File: config.mk
export PLATFORM = sky130hd
export DESIGN_NAME = ifm_pingpong_arbiter
export DESIGN_NICKNAME = d
export VERILOG_FILES = /design/src/rtl/ifm_pingpong_arbiter_pkg.sv /design/src/rtl/ifm_pingpong_arbiter_wrap_counter.sv /design/src/rtl/ifm_pingpong_arbiter.sv
export SDC_FILE = /design/constraint.sdc
export NUM_CORES = 1
export LEC_CHECK = 0
export BUFFER_PORTS_ARGS = -buffer_cell sky130_fd_sc_hd__buf_2
export CAP_MARGIN = 20
export CORE_ASPECT_RATIO = 1.5
export CORE_MARGIN = 5
export CORE_UTILIZATION = 50
export CTS_BUF_LIST = sky130_fd_sc_hd__clkbuf_8
export DETAILED_ROUTE_END_ITERATION = 6
export PLACE_DENSITY = 0.77
export SYNTH_ARGS = -nofsm -noshare
export SYNTH_HDL_FRONTEND = slang
export SYNTH_SLANG_ARGS = --single-unit
File: constraint.sdc
create_clock -name clk -period 1.8 [get_ports clk]
set_input_delay 0.27 -clock clk [delete_from_list [all_inputs] [get_ports clk]]
set_output_delay 0.27 -clock clk [all_outputs]
set_load 0.05 [all_outputs]
File: src/rtl/ifm_pingpong_arbiter_pkg.sv
// Shared encodings and size helpers for the two-bank IFM ping-pong scheduler.
package ifm_pingpong_arbiter_pkg;

  typedef enum logic [1:0] {
    BANK_EMPTY = 2'b00,
    BANK_FILL  = 2'b01,
    BANK_FULL  = 2'b10,
    BANK_READ  = 2'b11
  } bank_state_t;

  typedef enum logic {
    C_IDLE = 1'b0,
    C_BUSY = 1'b1
  } cons_state_t;

  function automatic int calcWords(input int ifmSize, input int ifmDepth);
    return ifmSize * ifmSize * ifmDepth;
  endfunction

  // A single-word bank still needs a one-bit address port.
  function automatic int calcAddrBits(input int words);
    return (words <= 1) ? 1 : $clog2(words);
  endfunction

  // FULL and READ both hold data the consumer has not released yet.
  function automatic logic bankHeld(input bank_state_t s);
    return (s == BANK_FULL) || (s == BANK_READ);
  endfunction

endpackage

File: src/rtl/ifm_pingpong_arbiter_wrap_counter.sv
// Modulo-N counter with enable, synchronous clear and a terminal-count tick.
module ifm_wrap_counter #(
  parameter int N = 16,
  parameter int W = (N <= 1) ? 1 : $clog2(N)
) (
  input  logic         clk,
  input  logic         reset,
  input  logic         i_clear,
  input  logic         i_enable,
  output logic [W-1:0] o_count,
  output logic         o_tick
);

  localparam logic [W-1:0] LAST = W'(N - 1);

  logic [W-1:0] r_count;

  assign o_count = r_count;
  assign o_tick  = i_enable && (r_count == LAST);

  // Wrap explicitly at N-1 so non-power-of-two moduli never reach N.
  always_ff @(posedge clk) begin
    if (reset || i_clear) begin
      r_count <= '0;
    end else if (i_enable) begin
      r_count <= (r_count == LAST) ? '0 : r_count + 1'b1;
    end
  end

endmodule

File: src/rtl/ifm_pingpong_arbiter.sv
// Ping-pong IFM bank scheduler: write addressing, bank occupancy and consumer handshake.
module ifm_pingpong_arbiter
  import ifm_pingpong_arbiter_pkg::*;
#(
  parameter int IFM_SIZE     = 28,
  parameter int IFM_DEPTH    = 6,
  parameter int WORDS        = calcWords(IFM_SIZE, IFM_DEPTH),
  parameter int ADDRESS_SIZE = calcAddrBits(WORDS)
) (
  input  logic                    clk,
  input  logic                    reset,
  input  logic                    wr_en_in,
  input  logic                    end_from_next,
  output logic                    wr_ready,
  output logic                    wr_enable,
  output logic                    wr_bank_sel,
  output logic [ADDRESS_SIZE-1:0] wr_address,
  output logic                    rd_bank_sel,
  output logic                    start_to_next,
  output logic [1:0]              occupancy,
  output logic                    err_overflow
);

  bank_state_t r_bankState [2];
  logic        r_wbank;
  logic        r_rbank;
  cons_state_t r_consState;
  logic        r_errOverflow;

  logic                    w_wrReady;
  logic                    w_wrEnable;
  logic                    w_lastWrite;
  logic                    w_start;
  logic [ADDRESS_SIZE-1:0] w_count;

  assign w_wrReady  = (r_bankState[r_wbank] == BANK_EMPTY) ||
                      (r_bankState[r_wbank] == BANK_FILL);
  assign w_wrEnable = wr_en_in && w_wrReady;
  assign w_start    = (r_consState == C_IDLE) && (r_bankState[r_rbank] == BANK_FULL);

  assign wr_ready      = w_wrReady;
  assign wr_enable     = w_wrEnable;
  assign wr_bank_sel   = r_wbank;
  assign wr_address    = w_count;
  assign rd_bank_sel   = r_rbank;
  assign start_to_next = w_start;
  assign occupancy     = 2'(bankHeld(r_bankState[0])) + 2'(bankHeld(r_bankState[1]));
  assign err_overflow  = r_errOverflow;

  ifm_wrap_counter #(
    .N (WORDS),
    .W (ADDRESS_SIZE)
  ) u_addrCounter (
    .clk      (clk),
    .reset    (reset),
    .i_clear  (1'b0),
    .i_enable (w_wrEnable),
    .o_count  (w_count),
    .o_tick   (w_lastWrite)
  );

  // Writer only touches EMPTY/FILL banks, consumer only FULL/READ, so both
  // sides may update the bank array in the same cycle without conflict.
  always_ff @(posedge clk) begin
    if (reset) begin
      r_bankState[0] <= BANK_EMPTY;
      r_bankState[1] <= BANK_EMPTY;
      r_wbank        <= 1'b0;
      r_rbank        <= 1'b0;
      r_consState    <= C_IDLE;
      r_errOverflow  <= 1'b0;
    end else begin
      if (w_wrEnable) begin
        if (w_lastWrite) begin
          r_bankState[r_wbank] <= BANK_FULL;
          r_wbank              <= ~r_wbank;
        end else if (r_bankState[r_wbank] == BANK_EMPTY) begin
          r_bankState[r_wbank] <= BANK_FILL;
        end
      end

      case (r_consState)
        C_IDLE: begin
          if (w_start) begin
            r_bankState[r_rbank] <= BANK_READ;
            r_consState          <= C_BUSY;
          end
        end
        C_BUSY: begin
          if (end_from_next) begin
            r_bankState[r_rbank] <= BANK_EMPTY;
            r_rbank              <= ~r_rbank;
            r_consState          <= C_IDLE;
          end
        end
      endcase

      if (wr_en_in && !w_wrReady) begin
        r_errOverflow <= 1'b1;
      end
    end
  end

endmodule
Word level (Yosys, flattened, before mapping):

Memory sizes are Yosys's and may differ from the RTL's. A register that Yosys moved wholly into a read port is not among the register bits.
Cells that the tools add are included.

* word-level logic and storage cells: 67
* memory bits (writable): 4
* memories kept: 1
* output and inout port bits: 21
* flip-flop bits (word level): 17

* eq/ne operators: 7
* bitwise gates (word level): 5
* mux-type cells: 34
* reduce and logical (&&, ||, !) cells: 13
* add/subtract/negate cells: 2

Memories
* r_bankState: words 2, bits a word 2, rd ports 4, clocked after Yosys merged registers in 2, write ports 2, line ifm_pingpong_arbiter.sv:24 `bank_state_t r_bankState [2];`

Operators with widths (count)
* 2-to-1 mux 1 bit: 28
* adder 13 x 1 -> 13 bit, second input constant: 1
* equality test 13 bit, second input constant: 1
* 2-to-1 mux 13 bit: 1
* equality test 2 bit, second input constant: 5
* 2-to-1 mux 2 bit: 4
* logical AND 1 bit: 4
* AND reduction 2 bit: 2
* OR reduction 2 bit: 2
* logical OR 1 bit: 3
* NOT 1 bit: 3
* adder 1 x 1 -> 2 bit: 1
* equality test 2 x 1 -> 1 bit, second input constant: 1
* logical NOT 2 bit: 1
* OR 1 bit: 2
* one-hot mux 1 bit (2 select lines): 1
* logical NOT 1 bit: 1

Longest topological paths before layout:

Gate-level depths: netlist (run 1).

* depth after elaboration: 11
* mapped depth: 6
* depth with buffers taken out: 6

Cells and area by module:

From an unflattened synthesis (run 1), not the netlist that was laid out.

* cells, all modules: 132
* area total of the unflattened synthesis: 1257.5 um2

By module, submodules not included
* ifm_wrap_counter: cells an instance 70, area an instance 663.1 um2, seq. area each 260.2 um2, instances 1
* ifm_pingpong_arbiter: cells an instance 62, area an instance 594.3 um2, seq. area each 240.2 um2, instances 1

Least setup slack after synthesis (run 1):

No wires, ideal clock.

* kind: flip-flop to flip-flop
* start point: reg u_addrCounter.r_count[9], in the netlist u_addrCounter.o_count[9]
* end point: mem r_bankState[1][0] (netlist name) (enable)
* data arrival time: 1.937 ns
* data required time: 1.473 ns
* stages on the path, launching flop included: 6
* buffers on the path: 1
* path slack: -0.464 ns
* period minus slack after synthesis: 2.264 ns
* path through: dfxtp_1 > nor4bb_2 > and4_1 > buf_2 > mux2_2 > o21ai_0

RTL lines
* start: declaration: line ifm_pingpong_arbiter_wrap_counter.sv:16 `logic [W-1:0] r_count;`
* start signal: assignment: line ifm_pingpong_arbiter_wrap_counter.sv:26 `r_count <= (r_count == LAST) ? '0 : r_count + 1'b1;`
* end: declaration: line ifm_pingpong_arbiter.sv:24

==> results of run 1 <==
[report_power, final]
| group | leakage [nW] | switching [mW] | internal [mW] |
|---|---|---|---|
| Clock | 0.0255 | 0.164 | 0.155 |
| Sequential | 0.204 | 0.0556 | 0.600 |
| Combinational | 0.394 | 0.526 | 0.315 |
[what timing repair did]
item | CTS | global route
endpoints found under the setup margin | 3 | 6
gates resized for setup | 8 | 8
pin swaps | 1 | 1
setup buffers | 4 | 2
[through the flow]
stage          power, mW   util  instance area (sq um)
6_report            1.82  0.701                   1570
5_1_grt             1.91  0.701                   1570
4_1_cts             1.79  0.682                   1520
3_5_place_dp        1.37  0.637                   1420
3_3_place_gp        1.36  0.637                   1420
2_1_floorplan       1.22      -                   1250
[metal layers]
layer	GRT usage	vias up	part of all wire
met1	0.195	508	0.38
met4	0.114	0	0.026
met3	0.0301	6	0.034
li1	-	531	-
met2	0.316	18	0.56
met5	0	-	0
[cell families after synthesis]
| logic type | Yosys count | share of synthesized area |
|---|---|---|
| adder cells (fa/ha/maj) | 2 | 0.0214 |
| buffers and inverters | 8 | 0.0267 |
| XOR/XNOR | 12 | 0.0897 |
| flip-flops | 23 | 0.427 |
| AND/OR/NAND/NOR | 59 | 0.292 |
| multiplexers | 2 | 0.0224 |
| AO/OA/AOI/OAI | 21 | 0.121 |
[worst paths after layout]
kind | startpoint | endpoint | slack (ns) | depth (start not counted)
worst max-delay path | r_bankState[0][1]$_DFFE_PP_ | wr_enable | 0.03 | 6
worst min-delay path | reset | rd_bank_sel$_SDFFE_PP0P_ | 0.35 | 2
worst max register to register | u_addrCounter.o_count[6]$_SDFFE_PP0N_ | r_bankState[0][0]$_DFFE_PP_ | 0.05 | 4
worst min register to register | err_overflow$_SDFFE_PP0P_ | err_overflow$_SDFFE_PP0P_ | 0.48 | 2
[synth_stat cells (3+ instances only)]
master	number	area share
nor2_1	14	0.045
o21ai_0	4	0.017
and2_1	3	0.016
nor3_1	4	0.017
dfxtp_1	19	0.32
nand4_1	5	0.027
xnor2_1	6	0.045
nand3_1	4	0.017
xor2_1	6	0.045
inv_1	3	0.0096
edfxtp_1	4	0.10
clkbuf_1	3	0.0096
nand2_1	8	0.026
a21oi_1	5	0.021
and4_1	5	0.037
[critical path, stage by stage (launching register included)]
cell and delay, ns:
edfxtp_1 0.42, mux2_4 0.32, inv_4 0.07, nand2_4 0.06, buf_6 0.12, clkinvlp_4 0.09, buf_8 0.15
[registers in the layout, indices dropped and copies added (netlist names), named ones only]
name and cells:
wr_bank_sel 1, err_overflow 1, r_consState 1, u_addrCounter.o_count 13, rd_bank_sel 1, r_bankState 4
[area by class of cell]
class                           instances  area, sq um
Multi-Input combinational cell         96          704
Sequential cell                        23          533
Fill cell                             188          667
Inverter                                4         21.3
Clock buffer                            3         41.3
Timing Repair Buffer                   36          233
Tap cell                               23         28.8
Clock inverter                          1         5.00
==> results.yml, run 1 <==
run_status:
  status: "completed"
synth:
  netlist_instances: 127
  synth_cell_types: 37
  async_flop_share: 0
  ys_seq_elements: 23
  syn_area_per_cell_sq_um: 9.22
  seq_area_frac_synth: 0.427
  synth-main-ff-cell: "dfxtp_1"
  synth_edf_count: 4
  syn_nets: 133
  syn_area_sq_mm: 0.00117
  yosysWarnings: 0
floorplanning:
  die_w_um: 49.5
  core_area_sq_mm: 0.00223
  ioPinCount: 25
  die_h_um: 69.3
  start_util: 0.524
  rows: 21
  fp.dieArea_sq_mm: 0.00343
detailed_routing:
  drtIter0Drc: 20
  vias: 1063
  vias_per_cell: 5.72
  dr.pass1.iters: 4
  routedWlPerCell_um: 15.9
  antenna_left: 0
  drc_errors: 0
  drt-total-wl_um: 2950
timing:
  max_freq_mhz: 564
  finalHoldViolations: 0
  fin_ws_ns: 0.0255
  whs_ns: 0.352
  worstMarginPinSlew_ns: 0.412
  fin_skew_ns: 0.00276
  setup_tns_ns: 0
  slew_violations: 0
  fin_crit_sh: 0.986
  rsz0062_at_grt: "yes"
  min_period_ns: 1.77
  setup-violations-final: 0
  relSlewSlack: 0.723
place:
  dp_hpwl_um: 2230
  place_ws_ns: 0.0481
  place.gp.congestion: 0.830
  dp.cells: 176
  io_buffers: 24
grt:
  grt_use_total: 0.181
  grt_start_max_net_pins: 17
  grt_first_pass_wirelength_um: 5000
  grt_pass1_vias: 1091
  antenna_found_initial: 0
  grt-ovfl-total: 0
clock_network:
  clock-sinks: 23
  cts_buffers: 3
  ctsHtreeMaxLevel: 1
  cts_tree: "built"
  clk_latency_ns: 0.27
  cts_hold_buf: 0
  clock-root-buffer: "clkbuf_8"
  clk_path_buf_depth: 2
  clk_pin_slew_ns: 0.08
worst_setup_path:
  arrival_ns: 1.50
  cp.required_ns: 1.53
  critPathKind: "flop to output pin"
  cp_max_fo: 4
  end_kind: "output pin"
  worstSetupStartpointType: "flop"
final_layout:
  fin_cells: 186
  nNetsFinal: 170
  areaGrowthSynthToFinish_pct: 33.8
  layout_commonest_cell: "buf_2"
  drive_above_1_share: 0.429
  diodes: 0
  layout_common_cells: "buf_2 (21), nor2_1 (14), buf_4 (11), dfxtp_2 (8), nand2_1 (7)"
pwr:
  leakage_nw: 0.623
  irDropWorstVdd_mv: 0.748
  power.density_mw_per_mm2: 1160
job:
  maxCapViolations: 0
hold_path:
  hold_class: "primary input to flop"
Power figures use the tool's default switching activity.
==> run 2, diff against run 1 <==
==> constraint.sdc (replaced) <==
create_clock -name clk -period 1.8 [get_ports clk]
set_input_delay 0.36 -clock clk [delete_from_list [all_inputs] [get_ports clk]]
set_output_delay 0.36 -clock clk [all_outputs]
set_load 0.05 [all_outputs]
==> run 2 against run 1 <==
Design area increased by 4.4%; largest power group unchanged; wire length is 9.1% higher; register-to-register slack got worse by 0.03 ns; largest cell class unchanged.
==> results.yml, run 2 (synthesis gave the netlist of run 1 again) <==
pwr:
  power.density_mw_per_mm2: 1170
  leakage_nw: 0.662
  finalPower_mw: 1.91
  irDropWorstVdd_mv: 0.630
worst_setup_path:
  r2r-start: "u_addrCounter.o_count[0]$_SDFFE_PP0N_"
  critPathLaunch: "u_addrCounter.o_count[0]$_SDFFE_PP0N_"
  worstReg2RegEnd: "r_bankState[0][1]$_DFFE_PP_"
  reg2reg_slack_ns: 0.02
  path_cells: "ha_2, and2_1, and4_4, mux2_4, o31ai_4"
  worstSetupStartpointType: "flop"
  cp_num_buf_inv: 0
  arrival_ns: 1.75
  r2r_cells: 5
  cp.required_ns: 1.77
  critPathKind: "flop to flop"
  crit_family: "simple AND/OR/NAND/NOR gates"
  end_kind: "flop"
  cp_max_fo: 4
  slowest_stage: "dfxtp_4"
  max_stage_delay_ns: 0.37
hold_path:
  min_from: "reset"
  hold_class: "primary input to flop"
  min_path_cells: 2
floorplanning:
  core_area_sq_mm: 0.00223
  die_h_um: 69.3
  fp.dieArea_sq_mm: 0.00343
  rows: 21
  start_util: 0.524
  ioPinCount: 25
  die_w_um: 49.5
grt:
  grt_pass1_vias: 1085
  grt_start_max_net_pins: 17
  grt_first_pass_wirelength_um: 4740
  antenna_found_initial: 0
  grt-ovfl-total: 0
  grt_use_total: 0.173
timing:
  fin_crit_sh: 0.987
  fin_skew_ns: 0.00618
  rsz0062_at_grt: "yes"
  setup-violations-final: 0
  finalHoldViolations: 0
  fin_ws_ns: 0.0235
  slew_violations: 0
  worstMarginPinSlew_ns: 0.372
  whs_ns: 0.438
  min_period_ns: 1.78
  relSlewSlack: 0.750
  max_freq_mhz: 563
  setup_tns_ns: 0
final_layout:
  fin_cells: 194
  seq_area_sq_um: 534
  final_cell_area_sq_mm: 0.00164
  diodes: 0
  layout_commonest_cell: "buf_2"
  areaGrowthSynthToFinish_pct: 39.6
  final_util: 0.732
  largest_reg_flops: 13
  multi_input_area_sq_um: 702
  layout_common_cells: "buf_2 (21), buf_4 (19), nor2_1 (14), nand2_1 (7), dfxtp_4 (7)"
  n_fill_cell: 169
  drive_above_1_share: 0.450
  nNetsFinal: 178
clock_network:
  clock-sinks: 23
  cts_tree: "built"
  ctsHtreeMaxLevel: 1
  clk_path_buf_depth: 2
  clk_pin_slew_ns: 0.09
  cts_hold_buf: 0
  cts_buffers: 3
  clock-root-buffer: "clkbuf_8"
  clk_latency_ns: 0.27
detailed_routing:
  vias_per_cell: 5.85
  drc_errors: 0
  dr.pass1.iters: 4
  antenna_left: 0
  drt-total-wl_um: 3220
  vias: 1135
  drtIter0Drc: 61
  routedWlPerCell_um: 16.6
run_status:
  status: "completed"
place:
  placed_area_sq_mm: 0.00142
  dp_hpwl_um: 2170
  place_ws_ns: 0.0374
  io_buffers: 24
  place.gp.congestion: 0.848
  dp.cells: 176
job:
  maxCapViolations: 0
[run 2: layer usage]
| layer | vias up | wire length, um | global-route usage |
|---|---|---|---|
| li1 | 549 | - | - |
| met1 | 552 | 1220 | 0.175 |
| met2 | 27 | 1810 | 0.317 |
| met3 | 7 | 115 | 0.0387 |
| met4 | 0 | 70 | 0.0875 |
| met5 | - | 0 | 0 |
[run 2: area by class of cell]
class,instances,area share
Clock buffer,3,0.0252
Clock inverter,1,0.00459
Multi-Input combinational cell,96,0.429
Inverter,4,0.0130
Timing Repair Buffer,44,0.184
Sequential cell,23,0.327
Tap cell,23,0.0176
[run 2: worst max path at each step]
stage,to,slack (ns),cells past startpoint
2_1_floorplan,r_bankState[0][0]$_DFFE_PP_,-0.08,5
3_3_place_gp,r_bankState[0][0]$_DFFE_PP_,0.08,4
3_5_place_dp,r_bankState[1][1]$_DFFE_PP_,0.04,4
4_1_cts,start_to_next,-0.003,3
5_1_grt,wr_enable,-0.03,5
6_report,r_bankState[0][1]$_DFFE_PP_,0.02,5
[run 2: repair_timing]
action / CTS / global route
gates resized for setup: 8 / 9
pin swaps: 2 / 3
setup buffers: 4 / 10
endpoints found under the setup margin: 3 / 7
[run 2: power by group]
| part | total, mW | internal (mW) | switching (mW) | leakage [nW] |
|---|---|---|---|---|
| Combinational | 0.921 | 0.377 | 0.544 | 0.437 |
| Sequential | 0.660 | 0.599 | 0.0603 | 0.203 |
| Clock | 0.332 | 0.157 | 0.175 | 0.0217 |
[run 2: worst reg2reg max path, stage by stage (launching register included)]
cell	delay, ns
dfxtp_4	0.37
ha_2	0.20
and2_1	0.16
and4_4	0.23
mux2_4	0.32
o31ai_4	0.20
